**config.mk**
```make
export PLATFORM = sky130hd
export DESIGN_NAME = snitch_dma_req_scheduler
export DESIGN_NICKNAME = d
export VERILOG_FILES = /design/src/rtl/snitch_dma_req_scheduler.sv
export SDC_FILE = /design/constraint.sdc
export NUM_CORES = 1
export LEC_CHECK = 0
export ABC_AREA = 1
export BUFFER_PORTS_ARGS = -buffer_cell sky130_fd_sc_hd__buf_2
export CAP_MARGIN = 20
export CORE_AREA = 5 5 348 350
export CTS_CLUSTER_DIAMETER = 30
export CTS_CLUSTER_SIZE = 8
export DETAILED_ROUTE_END_ITERATION = 8
export DIE_AREA = 0 0 353 355
export RECOVER_POWER = 100
export SYNTH_ARGS = -nofsm -noshare
export SYNTH_HDL_FRONTEND = slang
export SYNTH_SLANG_ARGS = --single-unit
```
**constraint.sdc**
```tcl
create_clock -name clk_i -period 13 [get_ports clk_i]
set_clock_uncertainty 0.15 [all_clocks]
set_input_delay 3.25 -clock clk_i [delete_from_list [all_inputs] [get_ports clk_i]]
set_output_delay 3.25 -clock clk_i [all_outputs]
set_load 0.02 [all_outputs]
```
**src/rtl/snitch_dma_req_scheduler.sv**
```systemverilog
// Shares one DMA backend among NrCores cores: round-robin admission into a
// descriptor FIFO, in-order issue, and per-core completion tracking.
module snitch_dma_req_scheduler #(
  parameter int unsigned NrCores        = 8,
  parameter int unsigned AddrWidth      = 32,
  parameter int unsigned LenWidth       = 32,
  parameter int unsigned ReqFifoDepth   = 3,
  parameter int unsigned MaxOutstanding = 4,
  parameter int unsigned IdxW           = (NrCores > 1) ? $clog2(NrCores) : 1
) (
  input  logic                          clk_i,
  input  logic                          rst_ni,
  input  logic [NrCores-1:0]            req_valid_i,
  output logic [NrCores-1:0]            req_ready_o,
  input  logic [NrCores*AddrWidth-1:0]  req_src_i,
  input  logic [NrCores*AddrWidth-1:0]  req_dst_i,
  input  logic [NrCores*LenWidth-1:0]   req_len_i,
  output logic                          be_valid_o,
  input  logic                          be_ready_i,
  output logic [AddrWidth-1:0]          be_src_o,
  output logic [AddrWidth-1:0]          be_dst_o,
  output logic [LenWidth-1:0]           be_len_o,
  output logic [IdxW-1:0]               be_core_o,
  input  logic                          be_done_i,
  output logic [NrCores-1:0]            done_o,
  output logic [NrCores-1:0]            busy_o,
  output logic                          err_o
);

  localparam int unsigned FifoPtrW = (ReqFifoDepth > 1) ? $clog2(ReqFifoDepth) : 1;
  localparam int unsigned FifoCntW = $clog2(ReqFifoDepth + 1);
  localparam int unsigned InfPtrW  = (MaxOutstanding > 1) ? $clog2(MaxOutstanding) : 1;
  localparam int unsigned InfCntW  = $clog2(MaxOutstanding + 1);
  localparam int unsigned CntW     = $clog2(ReqFifoDepth + MaxOutstanding + 1);
  localparam int unsigned SumW     = IdxW + 1;

  function automatic logic [FifoPtrW-1:0] fifo_ptr_inc(input logic [FifoPtrW-1:0] p);
    return (p == FifoPtrW'(ReqFifoDepth - 1)) ? '0 : p + FifoPtrW'(1);
  endfunction

  function automatic logic [InfPtrW-1:0] inf_ptr_inc(input logic [InfPtrW-1:0] p);
    return (p == InfPtrW'(MaxOutstanding - 1)) ? '0 : p + InfPtrW'(1);
  endfunction

  logic [IdxW-1:0]      rr_ptr, win;
  logic [SumW-1:0]      rr_sum;
  logic                 found, full, push, issue, done_pop;
  logic [AddrWidth-1:0] src_w, dst_w;
  logic [LenWidth-1:0]  len_w;
  logic [NrCores-1:0]   done_vec;

  logic [AddrWidth-1:0] fifo_src  [ReqFifoDepth];
  logic [AddrWidth-1:0] fifo_dst  [ReqFifoDepth];
  logic [LenWidth-1:0]  fifo_len  [ReqFifoDepth];
  logic [IdxW-1:0]      fifo_core [ReqFifoDepth];
  logic [FifoPtrW-1:0]  wr_ptr, rd_ptr;
  logic [FifoCntW-1:0]  fifo_cnt;

  logic [IdxW-1:0]      inf_core [MaxOutstanding];
  logic [InfPtrW-1:0]   inf_wr, inf_rd;
  logic [InfCntW-1:0]   inf_cnt;
  logic [IdxW-1:0]      inf_head;

  // Round-robin search starting at rr_ptr, wrapping modulo NrCores
  always_comb begin
    found  = 1'b0;
    win    = '0;
    rr_sum = '0;
    for (int i = 0; i < NrCores; i++) begin
      rr_sum = SumW'(rr_ptr) + SumW'(i);
      if (rr_sum >= SumW'(NrCores)) rr_sum = rr_sum - SumW'(NrCores);
      if (!found && req_valid_i[rr_sum[IdxW-1:0]]) begin
        found = 1'b1;
        win   = rr_sum[IdxW-1:0];
      end
    end
  end

  always_comb begin
    src_w = '0;
    dst_w = '0;
    len_w = '0;
    for (int c = 0; c < NrCores; c++) begin
      if (win == IdxW'(c)) begin
        src_w = req_src_i[c*AddrWidth +: AddrWidth];
        dst_w = req_dst_i[c*AddrWidth +: AddrWidth];
        len_w = req_len_i[c*LenWidth +: LenWidth];
      end
    end
  end

  // Full uses the registered count, so a pop in this cycle never frees a slot early
  assign full       = (fifo_cnt == FifoCntW'(ReqFifoDepth));
  assign push       = found && !full && rst_ni;
  assign be_valid_o = (fifo_cnt != '0) && (inf_cnt < InfCntW'(MaxOutstanding));
  assign issue      = be_valid_o && be_ready_i;
  assign done_pop   = be_done_i && (inf_cnt != '0);
  assign inf_head   = inf_core[inf_rd];

  assign be_src_o  = fifo_src[rd_ptr];
  assign be_dst_o  = fifo_dst[rd_ptr];
  assign be_len_o  = fifo_len[rd_ptr];
  assign be_core_o = fifo_core[rd_ptr];

  always_ff @(posedge clk_i) begin
    if (push) begin
      fifo_src[wr_ptr]  <= src_w;
      fifo_dst[wr_ptr]  <= dst_w;
      fifo_len[wr_ptr]  <= len_w;
      fifo_core[wr_ptr] <= win;
    end
    if (issue) inf_core[inf_wr] <= fifo_core[rd_ptr];
  end

  always_ff @(posedge clk_i or negedge rst_ni) begin
    if (!rst_ni) begin
      rr_ptr   <= '0;
      wr_ptr   <= '0;
      rd_ptr   <= '0;
      fifo_cnt <= '0;
      inf_wr   <= '0;
      inf_rd   <= '0;
      inf_cnt  <= '0;
      done_o   <= '0;
      err_o    <= 1'b0;
    end else begin
      if (push) begin
        rr_ptr <= (win == IdxW'(NrCores - 1)) ? '0 : win + IdxW'(1);
        wr_ptr <= fifo_ptr_inc(wr_ptr);
      end
      if (issue) rd_ptr <= fifo_ptr_inc(rd_ptr);
      if (push && !issue)      fifo_cnt <= fifo_cnt + FifoCntW'(1);
      else if (!push && issue) fifo_cnt <= fifo_cnt - FifoCntW'(1);

      if (issue)    inf_wr <= inf_ptr_inc(inf_wr);
      if (done_pop) inf_rd <= inf_ptr_inc(inf_rd);
      if (issue && !done_pop)      inf_cnt <= inf_cnt + InfCntW'(1);
      else if (!issue && done_pop) inf_cnt <= inf_cnt - InfCntW'(1);

      done_o <= done_vec;
      if (be_done_i && (inf_cnt == '0)) err_o <= 1'b1;
    end
  end

  // Per-core outstanding count covers both queued and in-flight descriptors
  for (genvar c = 0; c < NrCores; c++) begin : g_core
    logic [CntW-1:0] cnt_q;
    logic            inc, dec;

    assign inc            = push && (win == IdxW'(c));
    assign dec            = done_pop && (inf_head == IdxW'(c));
    assign req_ready_o[c] = inc;
    assign done_vec[c]    = dec;
    assign busy_o[c]      = (cnt_q != '0);

    always_ff @(posedge clk_i or negedge rst_ni) begin
      if (!rst_ni)             cnt_q <= '0;
      else if (inc && !dec)    cnt_q <= cnt_q + CntW'(1);
      else if (dec && !inc)    cnt_q <= cnt_q - CntW'(1);
    end
  end

endmodule

```
# [After elaboration in Yosys (flattened, before gate mapping)]
# Memories as Yosys holds them, arrays and structs flattened.
# Index checks and enable logic that the tools add are counted.
[totals] regBits=49 ramBits=309 input_bits=780 out_inout_bits=125 word_cells=290 n_memories=5
[mem_list] memory="fifo_dst" words=3 word_bits=32 rd=1 rd_ports_with_merged_regs=0 write_ports=1 line_no="53" source="logic [AddrWidth-1:0] fifo_dst [ReqFifoDepth];"
[mem_list] memory="fifo_len" words=3 word_bits=32 rd=1 rd_ports_with_merged_regs=0 write_ports=1 line_no="54" source="logic [LenWidth-1:0] fifo_len [ReqFifoDepth];"
[mem_list] memory="fifo_src" words=3 word_bits=32 rd=1 rd_ports_with_merged_regs=0 write_ports=1 line_no="52" source="logic [AddrWidth-1:0] fifo_src [ReqFifoDepth];"
[mem_list] memory="inf_core" words=4 word_bits=3 rd=1 rd_ports_with_merged_regs=0 write_ports=1 line_no="59" source="logic [IdxW-1:0] inf_core [MaxOutstanding];"
[mem_list] memory="fifo_core" words=3 word_bits=3 rd=1 rd_ports_with_merged_regs=0 write_ports=1 line_no="55" source="logic [IdxW-1:0] fifo_core [ReqFifoDepth];"
[op_classes] n_addsub=40 order_cmp=17 n_eq_ne=19 n_mux=93 n_reduce_logical=99
[op_table] op="$mux W32" n=24
[op_table] op="$mux W3" n=35
[op_table] op="$sub A3 B1 Y3 const B" n=17
[op_table] op="$logic_and A1 B1 Y1" n=49
[op_table] op="$lt A3 B4 Y1 const B" n=8
[op_table] op="$add A3 B1 Y3 const B" n=10
[op_table] op="$ge A4 B4 Y1 const B" n=7
[op_table] op="$logic_not A1 Y1" n=27
[op_table] op="$reduce_bool A3 Y1" n=9
[op_table] op="$bmux W1 S3" n=8
[op_table] op="$eq A3 B3 Y1 const B" n=8
[op_table] op="$reduce_bool A2 Y1" n=11
[op_table] op="$mux W1" n=20
[op_table] op="$add A3 B3 Y4 const B" n=4
[op_table] op="$eq A3 B2 Y1 const B" n=4
[op_table] op="$mux W2" n=6
[op_table] op="$add A2 B1 Y2 const B" n=5
[op_table] op="$eq A2 B2 Y1 const B" n=5
[op_table] op="$logic_not A3 Y1" n=3
[op_table] op="$add A3 B2 Y4 const B" n=2
[op_table] op="$eq A3 B1 Y1 const B" n=2
[op_table] op="$add A3 B1 Y4 const B" n=1
[op_table] op="$ge A3 B4 Y1 const B" n=1
[op_table] op="$lt A3 B3 Y1 const B" n=1
[op_table] op="$sub A2 B1 Y2 const B" n=1

# [Longest topological paths before layout]
# Gate-level depths: netlist of run 1.
[logic_depth] word_depth=35 depth_mapped=32 mapped_depth_nobuf=26

# [Worst setup path before layout of run 1]
# No wires, ideal clock.
[synth_path] path_type="input-to-reg" start="input port req_valid_i[6]" end="memory fifo_core[2][0] in the netlist's numbering, enable pin" t_arrival_ps=10958 path_slack_ps=1213 path_stages=11 cell_sequence="nand2_1 > nand3_1 > nand2_1 > nor2_1 > nor2_2 > nand4_2 > nor2_4 > nand3_1 > nand2_1 > clkbuf_1 > nor3_1"
[synth_between] elab_chain_len=28
[synth_rtl] element="start: declaration" line_no="13" source="input logic [NrCores-1:0] req_valid_i,"
[synth_rtl] element="$bmux W1 S3" line_no="72" source="if (!found && req_valid_i[rr_sum[IdxW-1:0]]) begin"
[synth_rtl] element="$mux W1 (not written as such)" line_no="72"
[synth_rtl] element="$mux W1" line_no="72"
[synth_rtl] element="$logic_not A1 Y1" line_no="72"
[synth_rtl] element="$logic_and A1 B1 Y1" line_no="72"
[synth_rtl] element="$mux W1" line_no="72"
[synth_rtl] element="$logic_not A1 Y1" line_no="72"
[synth_rtl] element="$logic_and A1 B1 Y1" line_no="72"
[synth_rtl] element="(+11 left out)"
[synth_rtl] element="$logic_and A1 B1 Y1" line_no="72"
[synth_rtl] element="$mux W1" line_no="72"
[synth_rtl] element="$logic_not A1 Y1" line_no="72"
[synth_rtl] element="$logic_and A1 B1 Y1" line_no="72"
[synth_rtl] element="$mux W1 *" line_no="72"
[synth_rtl] element="$logic_and A1 B1 Y1 * (2 in a row)" line_no="94" source="assign push = found && !full && rst_ni;"
[synth_rtl] element="$mux W1 *" line_no="106" source="if (push) begin"
[synth_rtl] element="$mux W1 (not written as such) *" line_no="110" source="fifo_core[wr_ptr] <= win;"
[synth_rtl] element="end: declaration" line_no="55"
# Mark *: on every way between the ends. The rest lies on a longest branch, timed or not. The select of a mux whose other input is x is not followed.

# [Worst setup path after layout of run 1]
[layout_path] start="input port req_valid_i[2]" end="output port req_ready_o[7]"
[layout_between] elab_chain_len=27
[layout_rtl] element="parallel branches: the longest is 26 deep, another holds $bmux W1 S3"
[layout_rtl] element="$logic_and A1 B1 Y1 *" line_no="150" source="assign inc = push && (win == IdxW'(c));"
[layout_rtl] element="end: declaration" line_no="14" source="output logic [NrCores-1:0] req_ready_o,"
# Mark *: on every way between the ends. The select of a mux whose other input is x is not followed.

==> impl_metrics.py, run 1 <==
metrics = {
    "outcome": {
        "status": "finished with violations",
        "failed_checks": "max-capacitance violations, max-slew violations",
    },
    "die": {
        "initial_core_utilization_pct": 20.7,
        "pin_count": 905,
        "die_h_um": 355,
        "core-area_mm2": 0.117,
        "floorplan.rows": 126,
        "fp.dieArea_mm2": 0.125,
        "chipWidth_um": 353,
    },
    "routing": {
        "post_drt_via_cell_ratio": 4.61,
        "num_vias": 26100,
        "drt_first_pass_iters": 6,
        "dr.first_iter.drc_count": 2063,
        "residual_drc_count": 0,
        "wl_um": 120000,
        "route.detailed.wl_per_inst_um": 21.2,
        "ant_nets": 0,
    },
    "yosys": {
        "synth_cell_types": 45,
        "synth-seq-cells": 358,
        "post_synthesis_instance_area_mm2": 0.0243,
        "syn_nets": 4078,
        "synth.avg_cell_area_um2": 7.43,
        "synthesis.yosys.warnings": 0,
        "synth-main-ff-cell": "edfxtp_1",
        "ys_async_rst_share_pct": 13.7,
        "yosysSeqAreaShare_pct": 43.3,
        "synth_edf_count": 309,
        "synthesis.instances": 3267,
    },
    "final_layout": {
        "layout_commonest_cell": "nand3_1",
        "most-common-layout-cells": "nand3_1, buf_2, nand2_1",
        "layout.nets": 4855,
        "post_route_cells_drive_above_1_share_pct": 24.6,
        "areaGrowthSynthToFinish_pct": 34.4,
    },
    "clock_tree": {
        "cts_sinks": 358,
        "clockBufferDepth": 3,
        "clk_pin_slew_ps": 50,
        "cts-buffers-inserted": 82,
        "cts_max_level": 3,
        "number_of_buffers_inserted_for_hold_repair_after_clock_tree_synthesis": 0,
        "cts_repair_resize_count": 0,
        "number_of_setup_buffers_added_after_cts": 0,
        "tritoncts": "done",
        "ctsRootBufferMaster": "clkbuf_16",
        "clock_latency_ps": 610,
    },
    "worst_setup_path": {
        "path_class": "input port to output pin",
        "crit_path_cell_trace": "buf_2 -> nand2_1 -> nand3_1 -> nand3_1 -> nand2_1 -> nor2_1 -> nand4_2 -> nor2_1 -> nand3b_2 -> nand3_1 -> nand2_8 -> inv_6 -> nand2_1 -> nor2_1 -> clkbuf_1",
        "worst_path_max_delay_cell": "nand2_1",
        "worstReg2RegStart": "rr_ptr[1]",
        "critical_path_buf_inv_count": 3,
        "worstPathRequired_ps": 9600,
        "timing.critical_path.fanout_max": 68,
        "cp_data_arrival_time_ps": 7820,
        "register_to_register_setup_slack_ps": 3320,
        "critPathLaunchType": "input port",
        "r2r.worst_path.cells": 18,
        "critPathTopFamily": "simple AND/OR/NAND/NOR gates",
        "setup.worst_path.end_class": "output pin",
        "r2r-end": "fifo_src[1][24]",
        "crit_path_max_incr_delay_ps": 1220,
    },
    "timing": {
        "finalHoldViolations": 0,
        "finalSetupViolCount": 0,
        "fmaxAchievable_mhz": 89.1,
        "final_min_period_over_clock_period_pct": 86.3,
        "grt_setup_unrepaired": "no",
        "timing.final.max_slew_violations": 558,
        "setup_total_negative_slack_ps": 0,
        "final_period_minus_worst_setup_slack_ps": 11220,
        "worst_slew_margin_rel_pct": -173,
        "worstMarginPinSlew_ps": 4100,
    },
    "placement": {
        "gp_congestion": 0.993,
        "post-dp-hpwl_um": 90800,
        "i_o_buffers": 904,
    },
    "global_routing": {
        "gr-usage-met2_pct": 31.1,
        "grt_first_pass_wirelength_um": 170000,
        "grtUsageMet1_pct": 22.3,
        "antenna_violations_before_repair": 36,
        "grt_max_degree": 81,
        "global_route.peak_usage_layer": "met2",
        "overflow": 0,
        "grt_pass1_vias": 25200,
        "groute.layer.met3.usage_pct": 4.23,
        "global_route.usage.total_pct": 18.2,
    },
    "worst_hold_path": {
        "hold_end": "err_o",
        "timing.hold.worst.start": "err_o",
        "worst_hold_path_type": "flop to flop",
        "holdPathStages": 1,
    },
    "flow_run": {
        "drv.max_cap_violation_count": 13,
    },
}
worst max path at each step:
| stage | start | endpoint | cells after the start |
|---|---|---|---|
| after floorplan | req_valid_i[6] | fifo_core[2][0] | 11 |
| after global placement | req_valid_i[3] | req_ready_o[3] | 17 |
| after detailed placement | req_valid_i[7] | req_ready_o[3] | 16 |
| after CTS | req_valid_i[7] | req_ready_o[3] | 16 |
| after global routing | req_valid_i[0] | req_ready_o[7] | 15 |
| final | req_valid_i[2] | req_ready_o[7] | 15 |
layout make-up:
cell class | instances | area (um^2)
inverter | 452 | 1710
clock inverter | 51 | 613
timing repair buffer | 939 | 4590
fill | 13100 | 84800
antenna | 15 | 37.5
clock buffer | 99 | 2180
tap | 1536 | 1920
sequential | 358 | 10500
multi-input combinational | 2211 | 11000
state kept, by name, summed over array words and instances (netlist names):
signal	cells
inf_cnt	3
rr_ptr	3
fifo_cnt	2
inf_rd	2
fifo_len	96
err_o	1
g_core.cnt_q	24
fifo_src	96
inf_wr	2
done_o	8
fifo_dst	96
wr_ptr	2
inf_core	12
fifo_core	9
rd_ptr	2
logic make-up (layout without fill, tap and decap cells):
kind of cell / after synthesis / count (layout) / synth area share [%]
compound gates: 243 / 243 / 6.19
xor+xnor: 23 / 23 / 0.892
fa+ha+maj: 31 / 31 / 1.88
buf+inv: 698 / 1541 / 11.4
flops: 358 / 358 / 43.3
mux: 8 / 8 / 0.371
other cells: 0 / 15 / 0
simple gates: 1906 / 1906 / 36.0
cells in the mapped netlist, types with 17 or more instances:
| master | n | area, um^2 |
|---|---|---|
| inv_1 | 422 | 1580 |
| inv_2 | 30 | 113 |
| ha_1 | 22 | 275 |
| nor2_1 | 140 | 526 |
| o21ai_0 | 112 | 561 |
| clkbuf_1 | 151 | 567 |
| nand2_1 | 747 | 2800 |
| buf_2 | 55 | 275 |
| nand3_1 | 809 | 4050 |
| o211ai_1 | 100 | 751 |
| edfxtp_1 | 309 | 9280 |
| or2_2 | 24 | 150 |
| buf_1 | 17 | 63.8 |
| dfrtp_1 | 49 | 1230 |
| or2_0 | 169 | 1060 |
| a21oi_1 | 18 | 90.1 |
layer usage:
| layer | part of all wire [%] | up-vias | wire length, um |
|---|---|---|---|
| met1 | 40 | 12400 | 48300 |
| met4 | 3.5 | 4 | 4200 |
| met2 | 49 | 1215 | 58400 |
| met5 | 0.019 | - | 23 |
| met3 | 7.8 | 212 | 9320 |
| li1 | - | 12300 | - |
worst register-to-register path, cell delays in order, from the launching register on:
cell and delay [ps]:
dfrtp_1 670, inv_2 190, ha_1 410, inv_1 280, nand3_1 160, nand3_1 160, nand2_1 140, nor2_1 230
nand4_2 110, nor2_1 320, nand3b_2 180, o22ai_1 460, inv_1 210, ha_1 280, nand2_1 1310, clkinvlp_2 2060
clkbuf_2 1370, nand2_1 560, nand2_1 140
stage by stage:
step                util, %  setup slack (ps)  cells  area, um^2  hold slack (ps)
detailed placement     25.6              3090   5496       30000              309
global route           27.8              1390   5655       32600              341
finish                 27.8              1780   5661       32600              320
global placement       25.6              3080   5496       30000              304
floorplan                 -              1210   3267       24300              311
CTS                    27.9              3080   5646       32800              321
Power of run 1 is left out: the tool's default activity adds up to more than one toggle a clock period on the data nets, which glitch-free logic cannot reach.
==> run 2, diff against run 1 <==
--- a/config.mk
+++ b/config.mk
@@ -13,6 +13,7 @@
 export CTS_CLUSTER_SIZE = 8
 export DETAILED_ROUTE_END_ITERATION = 8
 export DIE_AREA = 0 0 353 355
+export PLACE_DENSITY = 0.48
 export RECOVER_POWER = 100
 export SYNTH_ARGS = -nofsm -noshare
 export SYNTH_HDL_FRONTEND = slang
==> impl_metrics.py, run 2 (synthesized netlist as in run 1, its figures left out) <==
metrics = {
    "outcome": {
        "status": "finished with violations",
        "failed_checks": "max-capacitance violations, max-slew violations",
    },
    "die": {
        "chipWidth_um": 353,
        "initial_core_utilization_pct": 20.7,
        "die_h_um": 355,
        "pin_count": 905,
        "fp.dieArea_mm2": 0.125,
        "core-area_mm2": 0.117,
        "floorplan.rows": 126,
    },
    "routing": {
        "post_drt_via_cell_ratio": 4.50,
        "residual_drc_count": 0,
        "dr.first_iter.drc_count": 2005,
        "ant_nets": 0,
        "wl_um": 116000,
        "num_vias": 25500,
        "drt_first_pass_iters": 6,
        "route.detailed.wl_per_inst_um": 20.4,
    },
    "placement": {
        "gp_congestion": 0.917,
        "post-dp-hpwl_um": 87200,
        "post-place-ws_ps": 2620,
        "place.detailed.instances": 5498,
        "i_o_buffers": 904,
    },
    "timing": {
        "fmaxAchievable_mhz": 89.4,
        "final_min_period_over_clock_period_pct": 86.0,
        "final_worst_slack_ps": 1820,
        "setup_total_negative_slack_ps": 0,
        "finalHoldViolations": 0,
        "finalSetupViolCount": 0,
        "grt_setup_unrepaired": "no",
        "worstMarginPinSlew_ps": 3970,
        "worst_slew_margin_rel_pct": -165,
        "timing.final.max_slew_violations": 577,
        "final_period_minus_worst_setup_slack_ps": 11180,
    },
    "global_routing": {
        "grt_max_degree": 121,
        "global_route.usage.total_pct": 17.4,
        "grt_pass1_vias": 24900,
        "antenna_violations_before_repair": 19,
        "grt_first_pass_wirelength_um": 165000,
        "overflow": 0,
    },
    "flow_run": {
        "drv.max_cap_violation_count": 12,
    },
    "clock_tree": {
        "cts_sinks": 358,
        "cts_max_level": 3,
        "tritoncts": "done",
        "cts-buffers-inserted": 91,
        "clockBufferDepth": 3,
        "number_of_setup_buffers_added_after_cts": 0,
        "clk_pin_slew_ps": 40,
        "number_of_buffers_inserted_for_hold_repair_after_clock_tree_synthesis": 0,
        "clock_latency_ps": 630,
        "ctsRootBufferMaster": "clkbuf_16",
        "cts_repair_resize_count": 0,
    },
    "worst_setup_path": {
        "setup.worst_path.start": "req_valid_i[1]",
        "r2r.worst_path.cells": 17,
        "worstReg2RegStart": "rr_ptr[1]",
        "r2r-end": "fifo_len[0][25]",
        "worst_path_max_delay_cell": "clkinvlp_2",
        "worstPathRequired_ps": 13160,
        "worst_path_most_repeated_cell": "nand2_1",
        "path_class": "input port to flop",
        "crit_path_cell_trace": "clkbuf_1 -> nand2_1 -> nand3_1 -> nand3_1 -> nand2_1 -> inv_1 -> nand4_2 -> nor2_1 -> nand3_1 -> nand2_8 -> inv_4 -> nand2_1 -> clkinvlp_2 -> clkbuf_1 -> nand2_1 -> nand2_1",
        "critPathLaunchType": "input port",
        "timing.critical_path.fanout_max": 66,
        "setup.worst_path.end_class": "flop",
        "endpoint": "fifo_len[0][25]",
        "register_to_register_setup_slack_ps": 3140,
        "cp_data_arrival_time_ps": 11340,
        "crit_path_max_incr_delay_ps": 2820,
    },
    "final_layout": {
        "post_route_cells_drive_above_1_share_pct": 25.0,
        "final.fill_count": 13000,
        "layout_commonest_cell": "nand3_1",
        "final_cells": 5674,
        "areaGrowthSynthToFinish_pct": 35.8,
        "biggestRegsByFlops": "fifo_dst (96), fifo_len (96), fifo_src (96)",
        "layout.nets": 4866,
        "most-common-layout-cells": "nand3_1, buf_2, nand2_1",
    },
    "worst_hold_path": {
        "worst_hold_path_type": "flop to flop",
    },
}
[run 2: worst max-delay path, delay by kind of cell]
family	cells	cell delay (ps)
buffers and inverters	5	4810
and+or+nand+nor	11	3010
[run 2: worst min path at each step]
| stage | startpoint | depth (start not counted) | slack (ps) | endpoint |
|---|---|---|---|---|
| final | fifo_cnt[0] | 1 | 350 | fifo_cnt[0] |
| after global routing | fifo_cnt[0] | 1 | 380 | fifo_cnt[0] |
| after CTS | fifo_cnt[0] | 1 | 350 | fifo_cnt[0] |
| after detailed placement | fifo_cnt[0] | 1 | 330 | fifo_cnt[0] |
| after global placement | fifo_cnt[0] | 1 | 340 | fifo_cnt[0] |
| after floorplan | fifo_cnt[0] | 1 | 310 | fifo_cnt[0] |
[run 2: layout make-up]
class	instances	area, um^2	share of cell area, %
inverters	452	1700	5.17
multi-input cells	2211	11100	33.6
repair buffers	941	4600	14.0
well taps	1536	1920	5.83
clock inverters	64	788	2.39
diodes	9	22.5	0.0683
clock buffers	103	2340	7.11
flip-flops and latches	358	10500	31.9
[run 2: routing by layer]
metal  share of wire [%]  GRT usage [%]  wire [um]  vias up
li1                    -              -          -    12300
met1                  41           21.1      47000    12100
met2                  50           30.5      57500      943
met3                 6.8           4.09       7910      150
met4                 2.9           5.83       3320        2
met5               0.011              0         13        -
[run 2: stage by stage]
stage	utilization, %	area [um^2]	hold WS [ps]
2_1_floorplan	-	24300	311
3_3_place_gp	25.6	30000	335
3_5_place_dp	25.6	30000	333
4_1_cts	28.2	33200	348
5_1_grt	28.1	33000	380
6_report	28.1	33000	354
Power of run 2 is left out for the same reason.
==> run 3, diff against run 2 <==
--- a/config.mk
+++ b/config.mk
@@ -14,7 +14,6 @@
 export DETAILED_ROUTE_END_ITERATION = 8
 export DIE_AREA = 0 0 353 355
 export PLACE_DENSITY = 0.48
-export RECOVER_POWER = 100
 export SYNTH_ARGS = -nofsm -noshare
 export SYNTH_HDL_FRONTEND = slang
 export SYNTH_SLANG_ARGS = --single-unit
==> impl_metrics.py, run 3 (synthesized netlist as in run 1, its figures left out) <==
metrics = {
    "die": {
        "initial_core_utilization_pct": 20.7,
        "floorplan.rows": 126,
        "core-area_mm2": 0.117,
        "die_h_um": 355,
        "chipWidth_um": 353,
        "fp.dieArea_mm2": 0.125,
        "pin_count": 905,
    },
    "clock_tree": {
        "clock_latency_ps": 630,
        "clockBufferDepth": 3,
        "cts-buffers-inserted": 91,
        "cts_max_level": 3,
        "ctsRootBufferMaster": "clkbuf_16",
        "cts_repair_resize_count": 0,
        "cts_sinks": 358,
        "clk_pin_slew_ps": 40,
        "number_of_setup_buffers_added_after_cts": 0,
        "tritoncts": "done",
        "number_of_buffers_inserted_for_hold_repair_after_clock_tree_synthesis": 0,
    },
    "worst_setup_path": {
        "crit_path_max_incr_delay_ps": 820,
        "r2r.worst_path.cells": 25,
        "path_class": "input port to output pin",
        "register_to_register_setup_slack_ps": 6400,
        "r2r-end": "fifo_dst[2][29]",
        "worst_path_max_delay_cell": "inv_4",
        "timing.critical_path.fanout_max": 55,
        "worstPathRequired_ps": 9600,
        "crit_path_cell_trace": "buf_2 -> nand2_1 -> nand3_1 -> nand3_1 -> nand2_1 -> inv_2 -> nand4_2 -> nor2_4 -> nand3b_2 -> nand3_2 -> nand2_8 -> inv_4 -> nand2_4 -> nor2_1 -> buf_2",
        "worstReg2RegStart": "rr_ptr[1]",
        "critPathLaunchType": "input port",
        "setup.worst_path.end_class": "output pin",
        "cp_data_arrival_time_ps": 6950,
    },
    "global_routing": {
        "antenna_violations_before_repair": 19,
        "grt_max_degree": 121,
        "grt_pass1_vias": 24900,
        "overflow": 0,
        "grt_first_pass_wirelength_um": 165000,
        "global_route.usage.total_pct": 17.4,
    },
    "timing": {
        "finalSetupViolCount": 0,
        "timing.final.max_slew_violations": 0,
        "setup_total_negative_slack_ps": 0,
        "fmaxAchievable_mhz": 96.6,
        "grt_setup_unrepaired": "no",
        "finalHoldViolations": 0,
        "final_period_minus_worst_setup_slack_ps": 10350,
        "worst_slew_margin_rel_pct": 33.8,
        "worstMarginPinSlew_ps": 994,
        "final_min_period_over_clock_period_pct": 79.6,
    },
    "placement": {
        "i_o_buffers": 904,
        "post-dp-hpwl_um": 87200,
        "gp_congestion": 0.917,
    },
    "final_layout": {
        "post_route_cells_drive_above_1_share_pct": 28.5,
        "register_area_mm2": 0.0105,
        "final.fill_count": 13000,
        "layout.nets": 4866,
        "areaGrowthSynthToFinish_pct": 36.8,
        "biggestRegsByFlops": "fifo_dst (96), fifo_len (96), fifo_src (96)",
        "layout_commonest_cell": "buf_2",
        "most-common-layout-cells": "buf_2, nand3_1, nand2_1",
        "multi_input_area_mm2": 0.0111,
    },
    "worst_hold_path": {
        "timing.hold.worst.start": "fifo_cnt[0]",
        "hold_end": "fifo_cnt[0]",
        "worst_hold_path_type": "flop to flop",
        "holdPathStages": 1,
    },
    "routing": {
        "dr.first_iter.drc_count": 2030,
        "num_vias": 25500,
        "post_drt_via_cell_ratio": 4.50,
        "route.detailed.wl_per_inst_um": 20.4,
        "residual_drc_count": 0,
        "drt_first_pass_iters": 6,
        "ant_nets": 0,
        "wl_um": 116000,
    },
    "flow_run": {
        "drv.max_cap_violation_count": 0,
    },
    "outcome": {
        "status": "finished, final reports clean",
    },
}
run 3: worst max path at each step:
stage                              start              end  cells past startpoint
after global routing      req_valid_i[1]   req_ready_o[6]                     15
after CTS                 req_valid_i[6]   req_ready_o[5]                     15
after global placement    req_valid_i[3]   req_ready_o[5]                     14
final                     req_valid_i[1]   req_ready_o[5]                     15
after floorplan           req_valid_i[6]  fifo_core[2][0]                     11
after detailed placement  req_valid_i[6]   req_ready_o[5]                     15
run 3: metal layers:
layer | vias up | share of wire (%) | global-route usage, %
li1 | 12300 | - | -
met5 | - | 0.011 | 0
met2 | 976 | 49 | 30.5
met3 | 160 | 6.9 | 4.09
met1 | 12100 | 41 | 21.1
met4 | 2 | 3.1 | 5.83
run 3: final cells by class:
type / instances / area share, %
clock buffers: 103 / 7.06
well taps: 1536 / 5.79
repair buffers: 941 / 14.5
diodes: 9 / 0.0678
flip-flops and latches: 358 / 31.7
inverters: 452 / 5.14
clock inverters: 64 / 2.37
multi-input cells: 2211 / 33.4
run 3: critical path, delay by kind of cell:
kind,cells,cell delay (ps)
buffers and inverters,4,1280
AND/OR/NAND/NOR,11,2300
run 3: stage by stage:
step	hold WS (ps)	worst slack, ps	instance area (um^2)	instances	utilization [%]
finish	353	2650	33200	5674	28.3
global route	380	2370	33200	5672	28.3
CTS	348	2610	33200	5665	28.2
detailed placement	333	2620	30000	5498	25.6
global placement	335	2650	30000	5498	25.6
floorplan	311	1210	24300	3267	-
Power of run 3 is left out for the same reason.
